$ cat src/rtl/pipe_stage_buf.sv
// rtl/pipe_stage_buf.sv - parameterised FIFO pipeline stage with flush and saturating discard count
// Registered-only handshakes: in_ready_o and out_valid_o are derived from the held count alone.
module pipe_stage_buf #(
  parameter int WIDTH = 32,
  parameter int DEPTH = 2,
  parameter int CW    = $clog2(DEPTH + 1)
) (
  input  logic             clk,
  input  logic             rst,
  input  logic             flush_i,
  input  logic             in_valid_i,
  output logic             in_ready_o,
  input  logic [WIDTH-1:0] in_data_i,
  output logic             out_valid_o,
  input  logic             out_ready_i,
  output logic [WIDTH-1:0] out_data_o,
  output logic [CW-1:0]    count_o,
  output logic [15:0]      flush_cnt_o
);

  localparam int PW = (DEPTH > 1) ? $clog2(DEPTH) : 1;
  localparam logic [CW-1:0] FULL = CW'(DEPTH);
  localparam logic [PW-1:0] LAST = PW'(DEPTH - 1);

  logic [WIDTH-1:0] mem [DEPTH];
  logic [PW-1:0]    head;
  logic [PW-1:0]    tail;
  logic [CW-1:0]    count;
  logic [15:0]      flush_cnt;
  logic             push;
  logic             pop;
  logic [CW-1:0]    discard;
  logic [16:0]      flush_sum;

  assign in_ready_o  = (count != FULL);
  assign out_valid_o = (count != '0);
  assign out_data_o  = out_valid_o ? mem[head] : '0;
  assign count_o     = count;
  assign flush_cnt_o = flush_cnt;

  assign push = in_valid_i & in_ready_o & ~flush_i;
  assign pop  = out_valid_o & out_ready_i;

  // A pop in the flush cycle still delivers the head, so it is not counted as discarded.
  assign discard   = count - CW'(pop);
  assign flush_sum = {1'b0, flush_cnt} + 17'(discard);

  always_ff @(posedge clk or negedge rst) begin
    if (!rst) begin
      head      <= '0;
      tail      <= '0;
      count     <= '0;
      flush_cnt <= '0;
    end else if (flush_i) begin
      head      <= '0;
      tail      <= '0;
      count     <= '0;
      flush_cnt <= flush_sum[16] ? 16'hFFFF : flush_sum[15:0];
    end else begin
      if (push) tail <= (tail == LAST) ? '0 : tail + PW'(1);
      if (pop)  head <= (head == LAST) ? '0 : head + PW'(1);
      if (push && !pop)      count <= count + CW'(1);
      else if (pop && !push) count <= count - CW'(1);
    end
  end

  always_ff @(posedge clk) begin
    if (push) mem[tail] <= in_data_i;
  end

endmodule

$ cat config.mk
export PLATFORM = sky130hd
export DESIGN_NAME = pipe_stage_buf
export DESIGN_NICKNAME = d
export VERILOG_FILES = /design/src/rtl/pipe_stage_buf.sv
export SDC_FILE = /design/constraint.sdc
export NUM_CORES = 1
export LEC_CHECK = 0
export CORE_ASPECT_RATIO = 2
export CORE_MARGIN = 2
export CORE_UTILIZATION = 45
export DETAILED_ROUTE_END_ITERATION = 10
export PLACE_DENSITY = 0.76
export REMOVE_ABC_BUFFERS = 1
export SETUP_SLACK_MARGIN = 0.05
export SYNTH_ARGS = -nofsm -noshare
export SYNTH_HDL_FRONTEND = slang
export SYNTH_SLANG_ARGS = --single-unit
$ cat constraint.sdc
create_clock -name clk -period 4.45 [get_ports clk]
set_clock_uncertainty 0.15 [all_clocks]
set_input_delay 0.89 -clock clk [delete_from_list [all_inputs] [get_ports clk]]
set_output_delay 0.89 -clock clk [all_outputs]
set_load 0.01 [all_outputs]
-- Word level (Yosys, flattened, before mapping)
Memory sizes are Yosys's and may differ from the RTL's.
Cells that the tools add are included.
Widths: inputs -> output; s select.
- output and inout port bits: 52
- register bits after elaboration: 20
- memories kept: 1
- RAM bits: 64
- input port bits: 37
- memory list (name ; words ; bits a word ; read ports ; clocked after Yosys merged registers in ; write ports ; RTL line ; RTL):
    mem ; 2 ; 32 ; 1 ; 0 ; 1 ; 25 ; logic [WIDTH-1:0] mem [DEPTH];
- bitwise gates (word level): 4
- mux-type cells: 13
- equality and inequality tests: 1
- $add $sub $neg: 6
- reduce and logical (&&, ||, !) cells: 8
- operator list (kind ; number):
    $mux 32 ; 1
    $add 16x2->17 ; 1
    $mux 16 ; 1
    $mux 1 ; 8
    $mux 2 ; 3
    $reduce_bool 2->1 ; 3
    $and 1x1->1 ; 3
    $reduce_bool 3->1 ; 1
    $add 1x1->1 const B ; 2
    $add 2x1->2 const B ; 1
    $logic_and 1x1->1 ; 2
    $logic_not 1->1 ; 2
    $ne 2x2->1 const B ; 1
    $sub 2x1->2 ; 1
    $sub 2x1->2 const B ; 1
    $not 1->1 ; 1

-- Depth between registers and ports, before layout
Gate-level depths: netlist (run 1).
- depth in word-level cells: 8
- mapped depth: 12
- mapped depth without buffers: 11

-- Worst setup path after synthesis (run 1)
No wires, ideal clock.
- path type: input to register
- from: input flush_i
- to: memory mem[1][0] (enable)
- stages on the path: 2
- required time: 3.832 ns
- arrival time: 3.453 ns
- library setup time: 0.468 ns
- path buffers: 1
- setup slack: 0.379 ns
- cell sequence: buf_2 -> nor3b_1
- cells in the longest elaborated chain, start to end: 4
- ends and longest elaborated chain (element ; RTL line ; RTL):
    start: declaration ; 10 ; input logic flush_i,
    $not 1->1 ; 41 ; assign push = in_valid_i & in_ready_o & ~flush_i;
    $and 1x1->1 ; 41 ;
    $mux 1 ; 68 ; if (push) mem[tail] <= in_data_i;
    $mux 1 (implied by the code) ; 68 ;
    end: declaration ; 25 ;
No other way between the ends.

-- Final worst setup path (run 1)
- from: register head
- to: output out_data_o[19]
- cells in the longest elaborated chain, start to end: 2
- ends and longest elaborated chain (element ; RTL line ; RTL):
    start: declaration ; 26 ; logic [PW-1:0] head;
    start signal: assignment ; 61 ; if (pop) head <= (head == LAST) ? '0 : head + PW'(1);
    $mem_v2 2x32 ; - ;
    $mux 32 ; 37 ; assign out_data_o = out_valid_o ? mem[head] : '0;
    end: declaration ; 16 ; output logic [WIDTH-1:0] out_data_o,
No other way between the ends.

==> flow_summary.json, run 1 <==
{
  "initial_core_util": 0.462,
  "reg2regPathDepth": 11,
  "startpoint": "head$_DFFE_PN0P_",
  "cts_made_buffers": 9,
  "p_per_area_nw_per_um2": 407,
  "stdcell_area_um2": 4730,
  "overflow": 0,
  "drt_iter0_markers": 119,
  "drv_slew": 0,
  "clock_sinks": 84,
  "place_hpwl_um": 4640,
  "setup_viol_count_final": 0,
  "final_common_cell": "clkdlybuf4s50_1",
  "die_width_um": 66.2,
  "yosys.area_share.adder": 0.0165,
  "place_inst": 424,
  "hold_class": "flop to flop",
  "layout_setup_ws_ps": 1220,
  "avgSynthCellArea_um2": 14.1,
  "max_freq_mhz": 309,
  "synth.area.top_cells": "edfxtp_1 55%, dfrtp_1 14%, mux2i_1 10%, nor2_1 4.4%, xnor2_1 2.5%",
  "crit_required_ps": 3410,
  "cts.clk_slew.worst_paths_ps": 60,
  "post-route-period-util": 0.727,
  "antenna_found_initial": 0,
  "outcome": "completed",
  "synth_area_um2": 3490,
  "num_vias": 2235,
  "p_leak_nw": 1.72,
  "ir_drop_mv": 0.276,
  "synth_top_area_frac": 0.551,
  "netlist_instances": 247,
  "place.gp.congestion": 0.775,
  "wl_met3_um": 341,
  "hold_viol": 0,
  "cts_setup_buffers": 0,
  "grt_pass1_vias": 2168,
  "synth_seq_cells": 84,
  "maxCapViolations": 0,
  "wire_per_inst_um": 15.3,
  "clk_latency_ps": 330,
  "holdPathStages": 2,
  "tightest_slew_ps": 944,
  "drive_gt1_frac": 0.0578,
  "yosys.cell_types.count": 31,
  "ys_seq_area_frac": 0.695,
  "critPathLaunchType": "flop",
  "cts-root-buf": "clkbuf_16",
  "critPathCaptureType": "primary output",
  "ctsHtreeMaxLevel": 3,
  "synth-main-ff-cell": "edfxtp_1",
  "core_um2": 7540,
  "cts.hold.buffers_added": 0,
  "relSlewSlack": 0.370,
  "grt_start_max_net_pins": 34,
  "r2r_slack_ps": 1680,
  "crit_arrival_ps": 2190,
  "synth-xor-area-share": 0.0352,
  "drc": 0,
  "synth_compound_area_frac": 0.0162,
  "reg2reg_from": "count_o[1]$_DFFE_PN0P_",
  "finalWirelength_um": 6750,
  "crit_type": "flop to primary output",
  "via_per_inst": 5.08,
  "critPathCapture": "out_data_o[19]",
  "first_pass_iters": 5,
  "dieArea_um2": 8510,
  "rsz0062_at_grt": "no",
  "cts_buffer_depth": 2,
  "synthSimpleGateAreaFrac": 0.119,
  "grtUsageTotal": 0.169,
  "p_total_mw": 1.93,
  "layout_common_cells": "88 x clkdlybuf4s50_1, 64 x edfxtp_1, 40 x nor2_1",
  "tns_ps": 0,
  "nNetsFinal": 382,
  "final_cells": 440,
  "ios": 89,
  "cts_tree": "yes",
  "synthMuxAreaShare": 0.101,
  "route.met2.wl_um": 3670,
  "async_flop_share": 0.238,
  "place_area_um2": 4480,
  "r2r-end": "flush_cnt_o[2]$_DFFE_PN0P_",
  "timing.final.crit_period_ps": 3230,
  "rows": 45,
  "top_layer_used": "met4",
  "post_cts_resized": 0,
  "io_buffers": 88,
  "final_core_util": 0.627,
  "synth_edf_count": 64,
  "crit_fanout": 33,
  "synth_top_family_by_area": "simple AND/OR/NAND/NOR gates",
  "yosysTopAreaCell": "edfxtp_1",
  "diodes": 0,
  "yosys_warnings": 0,
  "antenna_left": 0,
  "hold_ws_ps": 408,
  "die_h_um": 128,
  "wl_met1_um": 2610,
  "dp_slack_ps": 902,
  "syn_to_final_growth_pct": 35.8,
  "grt_pass1_wl_um": 10600
}
==> cell families after synthesis <==
group,count (synthesis)
simple gates,87
flops,84
buf+inv,13
compound gates,10
xor+xnor,14
fa+ha+maj,4
mux,35
==> power breakdown <==
part / leakage (nW) / total (mW) / internal (mW) / switching (mW)
registers: 0.846 / 0.970 / 0.903 / 0.0666
logic: 0.754 / 0.321 / 0.181 / 0.141
clock network: 0.119 / 0.637 / 0.379 / 0.258
total: 1.72 / 1.93 / 1.46 / 0.465
==> synthesized netlist by cell type, drive strengths merged (5+ instances only) <==
cell and number:
nor3 6, xnor2 10, nand2 20, buf 5
mux2i 35, dfrtp 20, edfxtp 64, nor2 41
nand4 5
==> area by class of cell <==
| class | instances | area, µm² |
|---|---|---|
| fill | 607 | 2810 |
| inverter | 4 | 15.0 |
| timing repair buffer | 92 | 911 |
| multi-input combinational | 150 | 1010 |
| clock buffer | 16 | 251 |
| sequential | 84 | 2420 |
| tap | 94 | 118 |
==> worst max-delay path, stage by stage, from the launching register on <==
cell             delay [ps]
dfrtp_2                 980
mux2i_1                 160
nor2_1                  120
clkdlybuf4s50_1         580
==> metal layers <==
metal  vias up  global-route usage
met3         8              0.0490
met1      1089               0.189
met2        61               0.291
met5         -                   0
met4         0              0.0756
li1       1077                   -
==> sequential cells by signal (all words and copies together) (netlist names) <==
register	flops
count_o	2
flush_cnt_o	16
head	1
mem	64
tail	1
==> worst min path at each step <==
stage	startpoint	to	slack (ps)
floorplan	tail$_DFFE_PN0P_	tail$_DFFE_PN0P_	370
global placement	flush_cnt_o[14]$_DFFE_PN0P_	flush_cnt_o[14]$_DFFE_PN0P_	380
detailed placement	flush_cnt_o[0]$_DFFE_PN0P_	flush_cnt_o[0]$_DFFE_PN0P_	400
CTS	flush_cnt_o[0]$_DFFE_PN0P_	flush_cnt_o[0]$_DFFE_PN0P_	420
global route	flush_cnt_o[0]$_DFFE_PN0P_	flush_cnt_o[0]$_DFFE_PN0P_	440
finish	flush_cnt_o[0]$_DFFE_PN0P_	flush_cnt_o[0]$_DFFE_PN0P_	410
Power figures use the tool's default switching activity.
==> run 2, diff against run 1 <==
--- a/config.mk
+++ b/config.mk
@@ -7,9 +7,9 @@
 export LEC_CHECK = 0
 export CORE_ASPECT_RATIO = 2
 export CORE_MARGIN = 2
-export CORE_UTILIZATION = 45
+export CORE_UTILIZATION = 44
 export DETAILED_ROUTE_END_ITERATION = 10
-export PLACE_DENSITY = 0.76
+export PLACE_DENSITY = 0.78
 export REMOVE_ABC_BUFFERS = 1
 export SETUP_SLACK_MARGIN = 0.05
 export SYNTH_ARGS = -nofsm -noshare
==> constraint.sdc (replaced) <==
create_clock -name clk -period 2.6 [get_ports clk]
set_clock_uncertainty 0.15 [all_clocks]
set_input_delay 0.52 -clock clk [delete_from_list [all_inputs] [get_ports clk]]
set_output_delay 0.52 -clock clk [all_outputs]
set_load 0.01 [all_outputs]
==> run 2 against run 1 <==
Final cell count increased by 2.7%. Count of clock-buffer cells in the layout is 7 lower. Critical path depth is 8 higher. First-iteration DRC count is 31% lower. Power grew 86%. Global-route usage down 0.62 points. Utilization increased by 1.3 points. Combinational power up 97%. Non-clock buffer count rose by 11. Register-to-register slack got worse by 1500 ps. Sequential cell count did not move. Largest cell class unchanged.
==> flow_summary.json, run 2 (synthesis gave the netlist of run 1 again) <==
{
  "outcome": "completed",
  "top_register": "mem",
  "dieArea_um2": 8690,
  "dp_slack_ps": -293,
  "die_h_um": 130,
  "finalWirelength_um": 6900,
  "grt_pass1_vias": 2284,
  "antenna_left": 0,
  "seq_area_um2": 2420,
  "grtUsageTotal": 0.163,
  "tightest_slew_ps": 612,
  "multi_input_area_um2": 1100,
  "cts_made_buffers": 9,
  "drv_slew": 0,
  "cts_setup_buffers": 0,
  "drt_iter0_markers": 82,
  "via_per_inst": 5.05,
  "ctsHtreeMaxLevel": 3,
  "first_pass_iters": 4,
  "p_total_mw": 3.60,
  "grt_start_max_net_pins": 34,
  "r2r_slack_ps": 160,
  "num_vias": 2281,
  "drive_gt1_frac": 0.132,
  "crit_required_ps": 2660,
  "final_core_util": 0.640,
  "post-route-period-util": 0.959,
  "overflow": 0,
  "ir_drop_mv": 0.612,
  "cts_buffer_depth": 2,
  "die_width_um": 66.9,
  "place.gp.congestion": 0.825,
  "largest_register_ffs": 64,
  "rows": 46,
  "p_per_area_nw_per_um2": 718,
  "antenna_found_initial": 0,
  "relSlewSlack": 0.591,
  "hold_class": "input pin to async pin",
  "crit_arrival_ps": 2550,
  "critPathCaptureType": "flop",
  "grt_pass1_wl_um": 10400,
  "syn_to_final_growth_pct": 43.8,
  "layout_setup_ws_ps": 106,
  "p_leak_nw": 1.86,
  "layout_common_cells": "88 x clkdlybuf4s50_1, 64 x edfxtp_1, 40 x nor2_1",
  "initial_core_util": 0.445,
  "cts.clk_slew.worst_paths_ps": 60,
  "drc": 0,
  "wire_per_inst_um": 15.3,
  "rsz0062_at_grt": "yes",
  "place_inst": 437,
  "core_um2": 7830,
  "critPathLaunchType": "input pin",
  "setup_viol_count_final": 0,
  "hold_viol": 0,
  "clock_sinks": 84,
  "n_fill_cell": 587,
  "final_cells": 452,
  "clk_latency_ps": 330,
  "cts_tree": "yes",
  "crit_fanout": 7,
  "final_common_cell": "clkdlybuf4s50_1",
  "io_buffers": 88,
  "max_freq_mhz": 401,
  "timing.final.crit_period_ps": 2490,
  "diodes": 0,
  "maxCapViolations": 0,
  "nNetsFinal": 393,
  "crit_type": "input pin to flop",
  "cts-root-buf": "clkbuf_16",
  "ios": 89,
  "place_hpwl_um": 4500
}
## run 2: layer usage
metal,wire length [µm],global-route usage,vias up
li1,-,-,1103
met1,2910,0.207,1086
met2,3420,0.255,86
met3,465,0.0397,6
met4,111,0.0864,0
met5,0,0,-
## run 2: stage by stage
step / cell area, µm² / TNS, ps / hold WS [ps]
2_1_floorplan: 3440 / -88520 / 74.4
3_3_place_gp: 4590 / -3540 / 372
5_1_grt: 5010 / 0 / 459
4_1_cts: 4920 / 0 / 402
3_5_place_dp: 4590 / -4350 / 382
6_report: 5010 / 0 / 422
## run 2: what timing repair did
item / in CTS / in global routing
resized for setup: 3 / 17
gates cloned: 0 / 0
pin swaps: 0 / 4
setup endpoints to repair: 33 / 24
hold buffers: 0 / 0
## run 2: critical path, stage by stage
cell,delay [ps]
clkdlybuf4s50_1,440
and2_4,160
ha_1,260
inv_1,60
ha_4,160
fa_2,420
nand3_4,130
nor2_1,80
nand4_2,110
buf_6,130
o21ai_1,70
## run 2: report_power, final
part | internal (mW) | switching, mW | leakage [nW]
clock network | 0.836 | 0.485 | 0.156
logic | 0.346 | 0.287 | 0.861
registers | 1.55 | 0.0971 | 0.846
## run 2: final timing paths
kind / endpoint / depth (start not counted) / from
min in group clk: flush_cnt_o[11]$_DFFE_PN0P_ / 2 / flush_cnt_o[11]$_DFFE_PN0P_
worst max register to register: flush_cnt_o[13]$_DFFE_PN0P_ / 12 / count_o[0]$_DFFE_PN0P_
worst max-delay path: flush_cnt_o[13]$_DFFE_PN0P_ / 11 / out_ready_i
worst min register to register: flush_cnt_o[11]$_DFFE_PN0P_ / 2 / flush_cnt_o[11]$_DFFE_PN0P_
max in group asynchronous: flush_cnt_o[14]$_DFFE_PN0P_ / 2 / rst
worst min-delay path: flush_cnt_o[9]$_DFFE_PN0P_ / 1 / rst
## run 2: cell type report
type	instances	area share
clock inverter	6	0.0175
tap	96	0.0240
clock buffer	9	0.0449
multi-input combinational	150	0.220
inverter	4	0.00300
timing repair buffer	103	0.207
sequential	84	0.484
==> run 3, diff against run 2 <==
--- a/config.mk
+++ b/config.mk
@@ -8,10 +8,11 @@
 export CORE_ASPECT_RATIO = 2
 export CORE_MARGIN = 2
 export CORE_UTILIZATION = 44
+export CTS_CLUSTER_DIAMETER = 50
 export DETAILED_ROUTE_END_ITERATION = 10
 export PLACE_DENSITY = 0.78
 export REMOVE_ABC_BUFFERS = 1
-export SETUP_SLACK_MARGIN = 0.05
+export SETUP_SLACK_MARGIN = 0.2
 export SYNTH_ARGS = -nofsm -noshare
 export SYNTH_HDL_FRONTEND = slang
 export SYNTH_SLANG_ARGS = --single-unit
==> run 3 against run 2 <==
Routed wire length grew 9.5%. Worst hold slack lost 8.2 ps. Power grew 2.0%. Largest cell class unchanged.
==> flow_summary.json, run 3 (synthesis gave the netlist of run 1 again) <==
{
  "outcome": "completed",
  "num_vias": 2383,
  "grtUsageTotal": 0.177,
  "drt_iter0_markers": 105,
  "netSwitchingFraction": 0.250,
  "ctsHtreeMaxLevel": 3,
  "drive_gt1_frac": 0.186,
  "cts-root-buf": "clkbuf_16",
  "reg2reg_from": "count_o[0]$_DFFE_PN0P_",
  "p_sw_mw": 0.916,
  "rsz0062_at_grt": "yes",
  "antenna_left": 0,
  "nNetsFinal": 397,
  "core_um2": 7830,
  "tightest_slew_ps": 624,
  "place_inst": 437,
  "cts_tree": "yes",
  "place.gp.congestion": 0.825,
  "hold_class": "flop to flop",
  "clkPwrFrac": 0.361,
  "drv_slew": 0,
  "startpoint": "count_o[0]$_DFFE_PN0P_",
  "cts.clk_slew.worst_paths_ps": 60,
  "crit_arrival_ps": 2510,
  "die_width_um": 66.9,
  "timing.final.crit_period_ps": 2450,
  "clk_latency_ps": 330,
  "power_frac_seq": 0.451,
  "cts_buffer_depth": 2,
  "clock_sinks": 84,
  "overflow": 0,
  "via_per_inst": 5.23,
  "maxCapViolations": 0,
  "finalWirelength_um": 7560,
  "dieArea_um2": 8690,
  "hp-start": "flush_cnt_o[14]$_DFFE_PN0P_",
  "io_buffers": 88,
  "max_stage_delay_ps": 400,
  "hold_viol": 0,
  "setup_viol_count_final": 0,
  "grt_start_max_net_pins": 33,
  "tns_ps": 0,
  "crit_fanout": 4,
  "final_common_cell": "clkdlybuf4s50_1",
  "top_register": "mem",
  "p_per_area_nw_per_um2": 712,
  "post-route-period-util": 0.941,
  "r2r_slack_ps": 150,
  "die_h_um": 130,
  "p_comb_frac": 0.188,
  "place_hpwl_um": 4500,
  "p_leak_nw": 2.01,
  "crit_required_ps": 2670,
  "n_fill_cell": 567,
  "crit_chain": "nor2_2, inv_2, and2_4, ha_4, inv_2, ha_4, fa_2, nand3_4, buf_6, nor3_4, xnor2_1, nand2_1",
  "layout_common_cells": "70 x clkdlybuf4s50_1, 64 x edfxtp_1, 39 x nor2_1",
  "largest_register_ffs": 64,
  "syn_to_final_growth_pct": 47.8,
  "critPathLaunchType": "flop",
  "crit_slowest_cell": "dfrtp_1",
  "initial_core_util": 0.445,
  "crit_type": "flop to flop",
  "max_freq_mhz": 409,
  "final_cells": 456,
  "drc": 0,
  "wire_per_inst_um": 16.6,
  "internal_power_mw": 2.75,
  "cts_made_buffers": 9,
  "grt_pass1_vias": 2372,
  "antenna_found_initial": 0,
  "relSlewSlack": 0.583,
  "ir_drop_mv": 0.616,
  "rows": 46,
  "diodes": 0,
  "first_pass_iters": 4,
  "grt_pass1_wl_um": 11200,
  "ios": 89,
  "critPathCaptureType": "flop"
}
[run 3: changes by cell type in the layout (fill, tap and decap cells not counted), moves of 2 or more]
cell	before	now
buf_6	2	5
clkdlybuf4s50_1	88	70
dlygate4sd2_1	0	17
ha_1	2	0
ha_4	1	3
inv_1	4	1
inv_2	0	3
nand2_1	20	12
nand2_2	0	8
o21ai_2	0	2
[run 3: power groups by stage]
stage,Clock (mW),Sequential (mW),Combinational [mW]
floorplan,0,1.69,0.231
CTS,1.35,1.64,0.632
global placement,0,1.65,0.589
detailed placement,0,1.66,0.605
global route,1.41,1.66,0.750
finish,1.32,1.65,0.691
[run 3: timing repair]
| item | in CTS | in global routing |
|---|---|---|
| gates cloned | 1 | 0 |
| setup endpoints to repair | 48 | 31 |
| resized for setup | 37 | 28 |
| hold buffers | 0 | 0 |
| buffers inserted | 1 | 2 |
| pin swaps | 5 | 10 |
[run 3: layer usage]
layer	vias up	GRT usage	wire, µm
met5	-	0	0
li1	1110	-	-
met4	0	0.103	169
met2	109	0.275	3820
met3	15	0.0405	568
met1	1149	0.224	3000
[run 3: final timing paths]
check | cells past startpoint | to
min | 2 | flush_cnt_o[14]$_DFFE_PN0P_
max reg2reg | 12 | flush_cnt_o[10]$_DFFE_PN0P_
min in group asynchronous | 1 | flush_cnt_o[0]$_DFFE_PN0P_
max | 12 | flush_cnt_o[10]$_DFFE_PN0P_
min reg2reg | 2 | flush_cnt_o[14]$_DFFE_PN0P_
max in group asynchronous | 2 | flush_cnt_o[12]$_DFFE_PN0P_
[run 3: worst max-delay path: cells and delay by family (launching register included)]
kind,cells,cell delay [ps]
AND/OR/NAND/NOR,5,620
XOR/XNOR,1,140
flip-flops,1,400
adder cells (fa/ha/maj),3,790
buffers and inverters,3,220
[run 3: final cells by class]
| class | count | area, µm² | share of cell area |
|---|---|---|---|
| Clock buffer | 9 | 225 | 0.0437 |
| Timing Repair Buffer | 107 | 1090 | 0.211 |
| Inverter | 4 | 15.0 | 0.00291 |
| Clock inverter | 6 | 87.6 | 0.0170 |
| Sequential cell | 84 | 2420 | 0.470 |
| Multi-Input combinational cell | 150 | 1200 | 0.232 |
| Tap cell | 96 | 120 | 0.0233 |
[run 3: per-stage QoR]
step / hold WS [ps] / utilization / cell area [µm²] / total power, mW / setup slack [ps]
floorplan: 74.4 / - / 3440 / 1.92 / -1220
global placement: 372 / 0.587 / 4590 / 2.24 / -231
detailed placement: 382 / 0.587 / 4590 / 2.26 / -293
CTS: 406 / 0.642 / 5020 / 3.62 / 158
global route: 464 / 0.658 / 5150 / 3.82 / 77.8
finish: 414 / 0.658 / 5150 / 3.67 / 154
